`src/rtl/ram512_reader_if.sv`:
```
// Bus bundle for ram512_reader: transfer control, RAM512 read port and output stream.
// master: the reader engine. slave: the environment (requester, RAM512, consumer).
interface ram512_reader_if;
    logic        start;
    logic [8:0]  base;
    logic [9:0]  count;
    logic [8:0]  ram_address;
    logic [15:0] ram_data;
    logic [15:0] out_data;
    logic        out_valid;
    logic        out_ready;
    logic        busy;
    logic        done;
    logic [15:0] checksum;

    modport master (
        input  start, base, count, ram_data, out_ready,
        output ram_address, out_data, out_valid, busy, done, checksum
    );

    modport slave (
        output start, base, count, ram_data, out_ready,
        input  ram_address, out_data, out_valid, busy, done, checksum
    );
endinterface

```
`src/rtl/ram512_reader.sv`:
```
// ram512_reader: walks RAM512 from a base address (wrapping at 512) and streams
// each 16-bit word over a valid/ready handshake.
// Optional macro RAM512_READER_CHECKSUM_EN builds a running sum of accepted words;
// without it the checksum output is tied to 0.
module ram512_reader (
    input  logic           clk,
    input  logic           reset,
    ram512_reader_if.master bus
);
    localparam int unsigned ADDR_W = 9;
    localparam int unsigned DATA_W = 16;
    localparam int unsigned CNT_W  = 10;
    localparam int unsigned DEPTH  = 512;

    typedef enum logic [1:0] {
        IDLE   = 2'd0,
        STREAM = 2'd1,
        DRAIN  = 2'd2,
        FIN    = 2'd3
    } state_t;

    state_t              state;
    logic [CNT_W-1:0]    remaining;
    logic [ADDR_W-1:0]   ram_address;
    logic [DATA_W-1:0]   out_data;
    logic                out_valid;
    logic                busy;
    logic                done;
    logic [CNT_W-1:0]    count_clamped_c;
    logic                handshake_c;
    logic                capture_c;

    // Requests above the memory depth read the whole memory exactly once.
    assign count_clamped_c = (bus.count > CNT_W'(DEPTH)) ? CNT_W'(DEPTH) : bus.count;
    assign handshake_c     = out_valid && bus.out_ready;
    assign capture_c       = !out_valid || bus.out_ready;

    // Transfer sequencing, address walk and output register.
    always_ff @(posedge clk) begin
        if (reset) begin
            state       <= IDLE;
            remaining   <= '0;
            ram_address <= '0;
            out_data    <= '0;
            out_valid   <= 1'b0;
            busy        <= 1'b0;
            done        <= 1'b0;
        end else begin
            done <= 1'b0;
            case (state)
                IDLE: begin
                    if (bus.start) begin
                        ram_address <= bus.base;
                        remaining   <= count_clamped_c;
                        if (count_clamped_c == '0) begin
                            state <= FIN;
                            done  <= 1'b1;
                        end else begin
                            state <= STREAM;
                            busy  <= 1'b1;
                        end
                    end
                end
                STREAM: begin
                    if (capture_c) begin
                        out_data    <= bus.ram_data;
                        out_valid   <= 1'b1;
                        ram_address <= ram_address + ADDR_W'(1);
                        remaining   <= remaining - CNT_W'(1);
                        if (remaining == CNT_W'(1)) begin
                            state <= DRAIN;
                        end
                    end
                end
                DRAIN: begin
                    if (handshake_c) begin
                        out_valid <= 1'b0;
                        busy      <= 1'b0;
                        done      <= 1'b1;
                        state     <= FIN;
                    end
                end
                FIN: begin
                    state <= IDLE;
                end
                default: begin
                    state <= IDLE;
                end
            endcase
        end
    end

`ifdef RAM512_READER_CHECKSUM_EN
    logic [DATA_W-1:0] checksum;

    // Sum of accepted words, cleared when a new transfer is accepted.
    always_ff @(posedge clk) begin
        if (reset) begin
            checksum <= '0;
        end else if (state == IDLE && bus.start) begin
            checksum <= '0;
        end else if (handshake_c) begin
            checksum <= checksum + out_data;
        end
    end

    assign bus.checksum = checksum;
`else
    assign bus.checksum = '0;
`endif

    assign bus.ram_address = ram_address;
    assign bus.out_data    = out_data;
    assign bus.out_valid   = out_valid;
    assign bus.busy        = busy;
    assign bus.done        = done;

endmodule
```
`src/flat_wrapper.sv`:
```
// flat-port wrapper written by rule: the top's interface ports become plain ports
module ram512_reader_flat 
  (clk, reset, bus_start, bus_base, bus_count, bus_ram_data, bus_out_ready, bus_ram_address, bus_out_data, bus_out_valid, bus_busy, bus_done, bus_checksum);
  ram512_reader_if bus_i ();
  input  logic clk;
  input  logic reset;
  input wire logic [$bits(bus_i.start)-1:0] bus_start;
  input wire logic [$bits(bus_i.base)-1:0] bus_base;
  input wire logic [$bits(bus_i.count)-1:0] bus_count;
  input wire logic [$bits(bus_i.ram_data)-1:0] bus_ram_data;
  input wire logic [$bits(bus_i.out_ready)-1:0] bus_out_ready;
  output wire logic [$bits(bus_i.ram_address)-1:0] bus_ram_address;
  output wire logic [$bits(bus_i.out_data)-1:0] bus_out_data;
  output wire logic [$bits(bus_i.out_valid)-1:0] bus_out_valid;
  output wire logic [$bits(bus_i.busy)-1:0] bus_busy;
  output wire logic [$bits(bus_i.done)-1:0] bus_done;
  output wire logic [$bits(bus_i.checksum)-1:0] bus_checksum;
  assign bus_i.start = bus_start;
  assign bus_i.base = bus_base;
  assign bus_i.count = bus_count;
  assign bus_i.ram_data = bus_ram_data;
  assign bus_i.out_ready = bus_out_ready;
  assign bus_ram_address = bus_i.ram_address;
  assign bus_out_data = bus_i.out_data;
  assign bus_out_valid = bus_i.out_valid;
  assign bus_busy = bus_i.busy;
  assign bus_done = bus_i.done;
  assign bus_checksum = bus_i.checksum;
  ram512_reader u_core (.clk(clk), .reset(reset), .bus(bus_i));
endmodule
```
`config.mk`:
```
export PLATFORM = sky130hd
export DESIGN_NAME = ram512_reader_flat
export DESIGN_NICKNAME = d
export VERILOG_FILES = /design/src/rtl/ram512_reader_if.sv /design/src/rtl/ram512_reader.sv /design/src/flat_wrapper.sv
export SDC_FILE = /design/constraint.sdc
export NUM_CORES = 1
export LEC_CHECK = 0
export CELL_PAD_IN_SITES_DETAIL_PLACEMENT = 0
export CELL_PAD_IN_SITES_GLOBAL_PLACEMENT = 1
export CORE_UTILIZATION = 31
export DETAILED_ROUTE_END_ITERATION = 6
export PLACE_DENSITY_LB_ADDON = 0.1
export SLEW_MARGIN = 5
export SYNTH_ARGS = -nofsm -noshare
export SYNTH_HDL_FRONTEND = slang
export SYNTH_SLANG_ARGS = --single-unit
```
`constraint.sdc`:
```
create_clock -name clk -period 2.3 [get_ports clk]
set_input_delay 0.575 -clock clk [delete_from_list [all_inputs] [get_ports clk]]
set_output_delay 0.575 -clock clk [all_outputs]
set_load 0.1 [all_outputs]
```
==> results <==
- The average routed wire per standard cell is 13.5 um.
- For the worst-skew pair, the clock arrives at the later sink with an insertion delay of 300 ps.
- The synthesized design contains 0 enable-type register cells.
- The DRC violation count after routing is 0.
- The endpoint type of the worst setup path is a flip-flop.
- The total congestion overflow is 0.
- The number of endpoints with negative hold slack in the final report is 0.
- After layout, the minimum clock period comes to 2250 ps.
- The final net count is 400.
- The flow ran to the end, and the final reports show no timing, DRC or antenna violations.
- In the layout the commonest cells are 47 x sky130_fd_sc_hd__buf_4, 43 x sky130_fd_sc_hd__nand2_1, 40 x sky130_fd_sc_hd__dfxtp_1.
- The worst path required time is 2520 ps.
- Setup violations remaining at the end of the flow were counted as 0.
- Measured along the x axis, the die boundary spans 85.9 um.
- Counting flops with an async set or reset pin after synthesis yields a share of 0.
- The cell sitting at the root of the clock tree is a sky130_fd_sc_hd__clkbuf_8.
- The hold slack is 457 ps.
- The die extent in y is 85.9 um.
- In this run, distinct cell masters in the synthesized netlist total 52.
- In this run the cell area of the synthesized design comes to 0.00218 sq mm.
- Leaving out fill and tap cells, the most frequent cell in the layout is sky130_fd_sc_hd__buf_4.
- For this run, the leading register cell type out of synthesis is sky130_fd_sc_hd__dfxtp_1.
- The floorplan step defined a core boundary enclosing 0.00679 sq mm.
- In this run the cell area measured after placement is 0.00293 sq mm.
- The pre-antenna-repair detailed-routing pass consisted of 4 iterations.
- The multi-input logic area is 0.00123 sq mm.
- The floorplan has 30 rows.
- The total setup buffers inserted after CTS is 0.
- The via count of the first global-routing pass is 2075.
- The worst-case headroom to the max-slew limit is 0.295.
- The tightest min-delay check is of the reg -> reg type.
- Derived from the worst setup path, the maximum achievable clock frequency is 445 MHz.
- The count of placed standard cells including taps is 444.
- The synthesized instance count is 279.
- The area of all placed cells without fillers is 0.00305 sq mm.
- The overall die area is 0.00739 sq mm.
- Data arrives at the worst endpoint at 2470 ps.
- The register clock-pin slew on the reported worst setup and hold paths is 90 ps.
- The setup path with the least slack is of type in -> reg.
- The count of port buffers added during placement is 66.
- Pin placement for this block handled 83 I/O pins.
- Using the TritonRoute via totals, the vias-per-cell ratio works out to 4.90.
- The average cell area after synthesis is 7.83 sq um.
- The global-route wire length before repair is 10.1 mm.
- The final-report max-slew violation count is 0.
- The power density over the cells is 1440 mW/mm^2.
- The initial utilization of the core area, before any placement, comes to 0.322.
- For this run, the register share of the synthesized area comes to 0.367.
- The count of cells in the finished layout, fillers not included, comes to 452.
- Of the cells placed in the final design, the portion with a size suffix greater than 1 is 0.188.
- Summing all flip-flop and latch instances after layout gives 801 sq um.
- In the finished design, the share of the clock period the worst path needs comes to 0.978.
- The number of antenna violations at the first check in global routing is 0.
- Along the worst path, the maximum fanout reaches 2.
- The violation count after the first detailed-route iteration is 72.
- The smallest setup slack after layout is 50.6 ps.
- The clock passes through at most 2 buffers.
- 0 antenna diodes ended up in the layout.
- The maximum resistive drop on vdd is 0.000559 V.
- The area growth from synthesis to layout is 39.6%.
- The remaining antenna violation count is 0.
- The clock net in this run drives a total of 40 sinks.
- Summing over every cut layer, the via total after detailed routing is 2216.
- The leakage power figure is 1.22 nW.
- The total clock buffers created by CTS is 5.
- The kind of start point of the critical path is a primary input.
- The actual transition at the worst max-transition pin is 1050 ps.
- The H-tree was split into 2 levels.
- The count of yosys warnings during synthesis is 0.
- The number of maximum-capacitance constraint violations is 0.
- The count of filler cells inserted in the layout is 737.
- The worst setup slack before clock tree synthesis is -329 ps.
- The final weighted congestion in routability-driven placement is 0.788.
- The total wirelength of the detailed-routed design is 6.12 mm.
- Setup repair after global routing left no endpoint under its margin.
- Detailed placement finished with a half-perimeter wire length of 4.21 mm.
- Counting flops and latches in the post-synthesis netlist gives 40.
- TritonCTS built the clock tree.
- Across every metal layer, demand over resource in global routing totals 0.172.
- The maximum number of pins on one net before global-route repair is 39.
- The setup skew after layout is 4.67 ps.
[layout make-up]
cell class              instances  share of cell area
clock buffers                   5              0.0226
clock inverters                 3              0.0152
inverters                       9              0.0111
multi-input cells             213               0.402
flip-flops and latches         40               0.263
well taps                      96              0.0394
repair buffers                 86               0.247
[metal layers]
layer,track usage,vias up,share of wire
met3,0.0443,2,0.055
met2,0.273,69,0.45
met4,0.0500,0,0.0051
met5,0,-,0
met1,0.230,1022,0.49
li1,-,1123,-
[repair_timing]
| item | 4_1_cts | 5_1_grt |
|---|---|---|
| hold endpoints to repair | 0 | 0 |
| setup endpoints to repair | 1 | 2 |
| resized for setup | 1 | 1 |
| hold buffers | 0 | 0 |
[sequential cells by signal, indices dropped and copies added (netlist names)]
signal and cells:
u_core.bus.busy 1, u_core.bus.done 1, u_core.bus.out_data 16, u_core.bus.out_valid 1, u_core.bus.ram_address 9, u_core.remaining 10, u_core.state 2
[worst paths after layout]
path	start	to	slack, ps	cells past startpoint
max	bus_count[4]	u_core.state[1]	50	5
min	u_core.bus.out_data[5]	u_core.bus.out_data[5]	460	2
max reg2reg	u_core.remaining[1]	u_core.remaining[6]	330	6
min reg2reg	u_core.bus.out_data[5]	u_core.bus.out_data[5]	460	2
[Yosys cell counts (3+ instances only)]
cell type,n,area [sq um]
sky130_fd_sc_hd__nor2_1,11,41.3
sky130_fd_sc_hd__nand2b_1,4,25.0
sky130_fd_sc_hd__nor3_1,4,20.0
sky130_fd_sc_hd__a31oi_1,5,31.3
sky130_fd_sc_hd__nand2_1,43,161
sky130_fd_sc_hd__o21ai_0,17,85.1
sky130_fd_sc_hd__ha_1,6,75.1
sky130_fd_sc_hd__nand3_1,6,30.0
sky130_fd_sc_hd__inv_1,9,33.8
sky130_fd_sc_hd__nor2b_1,5,31.3
sky130_fd_sc_hd__dfxtp_1,40,801
sky130_fd_sc_hd__o21a_1,3,22.5
sky130_fd_sc_hd__buf_4,16,120
sky130_fd_sc_hd__nor4_1,4,25.0
sky130_fd_sc_hd__a21oi_1,39,195
sky130_fd_sc_hd__and3_1,3,18.8
sky130_fd_sc_hd__clkbuf_1,15,56.3
sky130_fd_sc_hd__a211oi_1,8,60.1
[power by group]
group | internal, mW | switching, mW | leakage (nW)
logic | 0.752 | 1.92 | 0.842
clock network | 0.327 | 0.281 | 0.0548
registers | 0.901 | 0.201 | 0.328
total | 1.98 | 2.40 | 1.22
[kinds of logic (layout without fill, tap and decap cells)]
group,count (synthesis),after routing,share of synthesized area
DFF,40,40,0.367
AOI/OAI and AO/OA,94,94,0.274
buffers and inverters,41,103,0.0979
adders and majority gates,6,6,0.0344
muxes,1,1,0.00458
other,1,16,0.00172
and+or+nand+nor,96,96,0.221
[stage by stage]
step                setup TNS, ps   util  total power, mW
CTS                             0  0.449             4.43
finish                          0  0.449             4.38
global route                    0  0.449             4.68
global placement            -1610  0.432             3.80
detailed placement          -1470  0.432             3.80
floorplan                       0      -             3.14
[critical path, cell delays in order]
cell,delay [ps]
sky130_fd_sc_hd__clkdlybuf4s50_1,440
sky130_fd_sc_hd__or4_4,500
sky130_fd_sc_hd__or4_4,550
sky130_fd_sc_hd__and2_4,180
sky130_fd_sc_hd__a311oi_2,240
(Power assumes the default switching activity.)
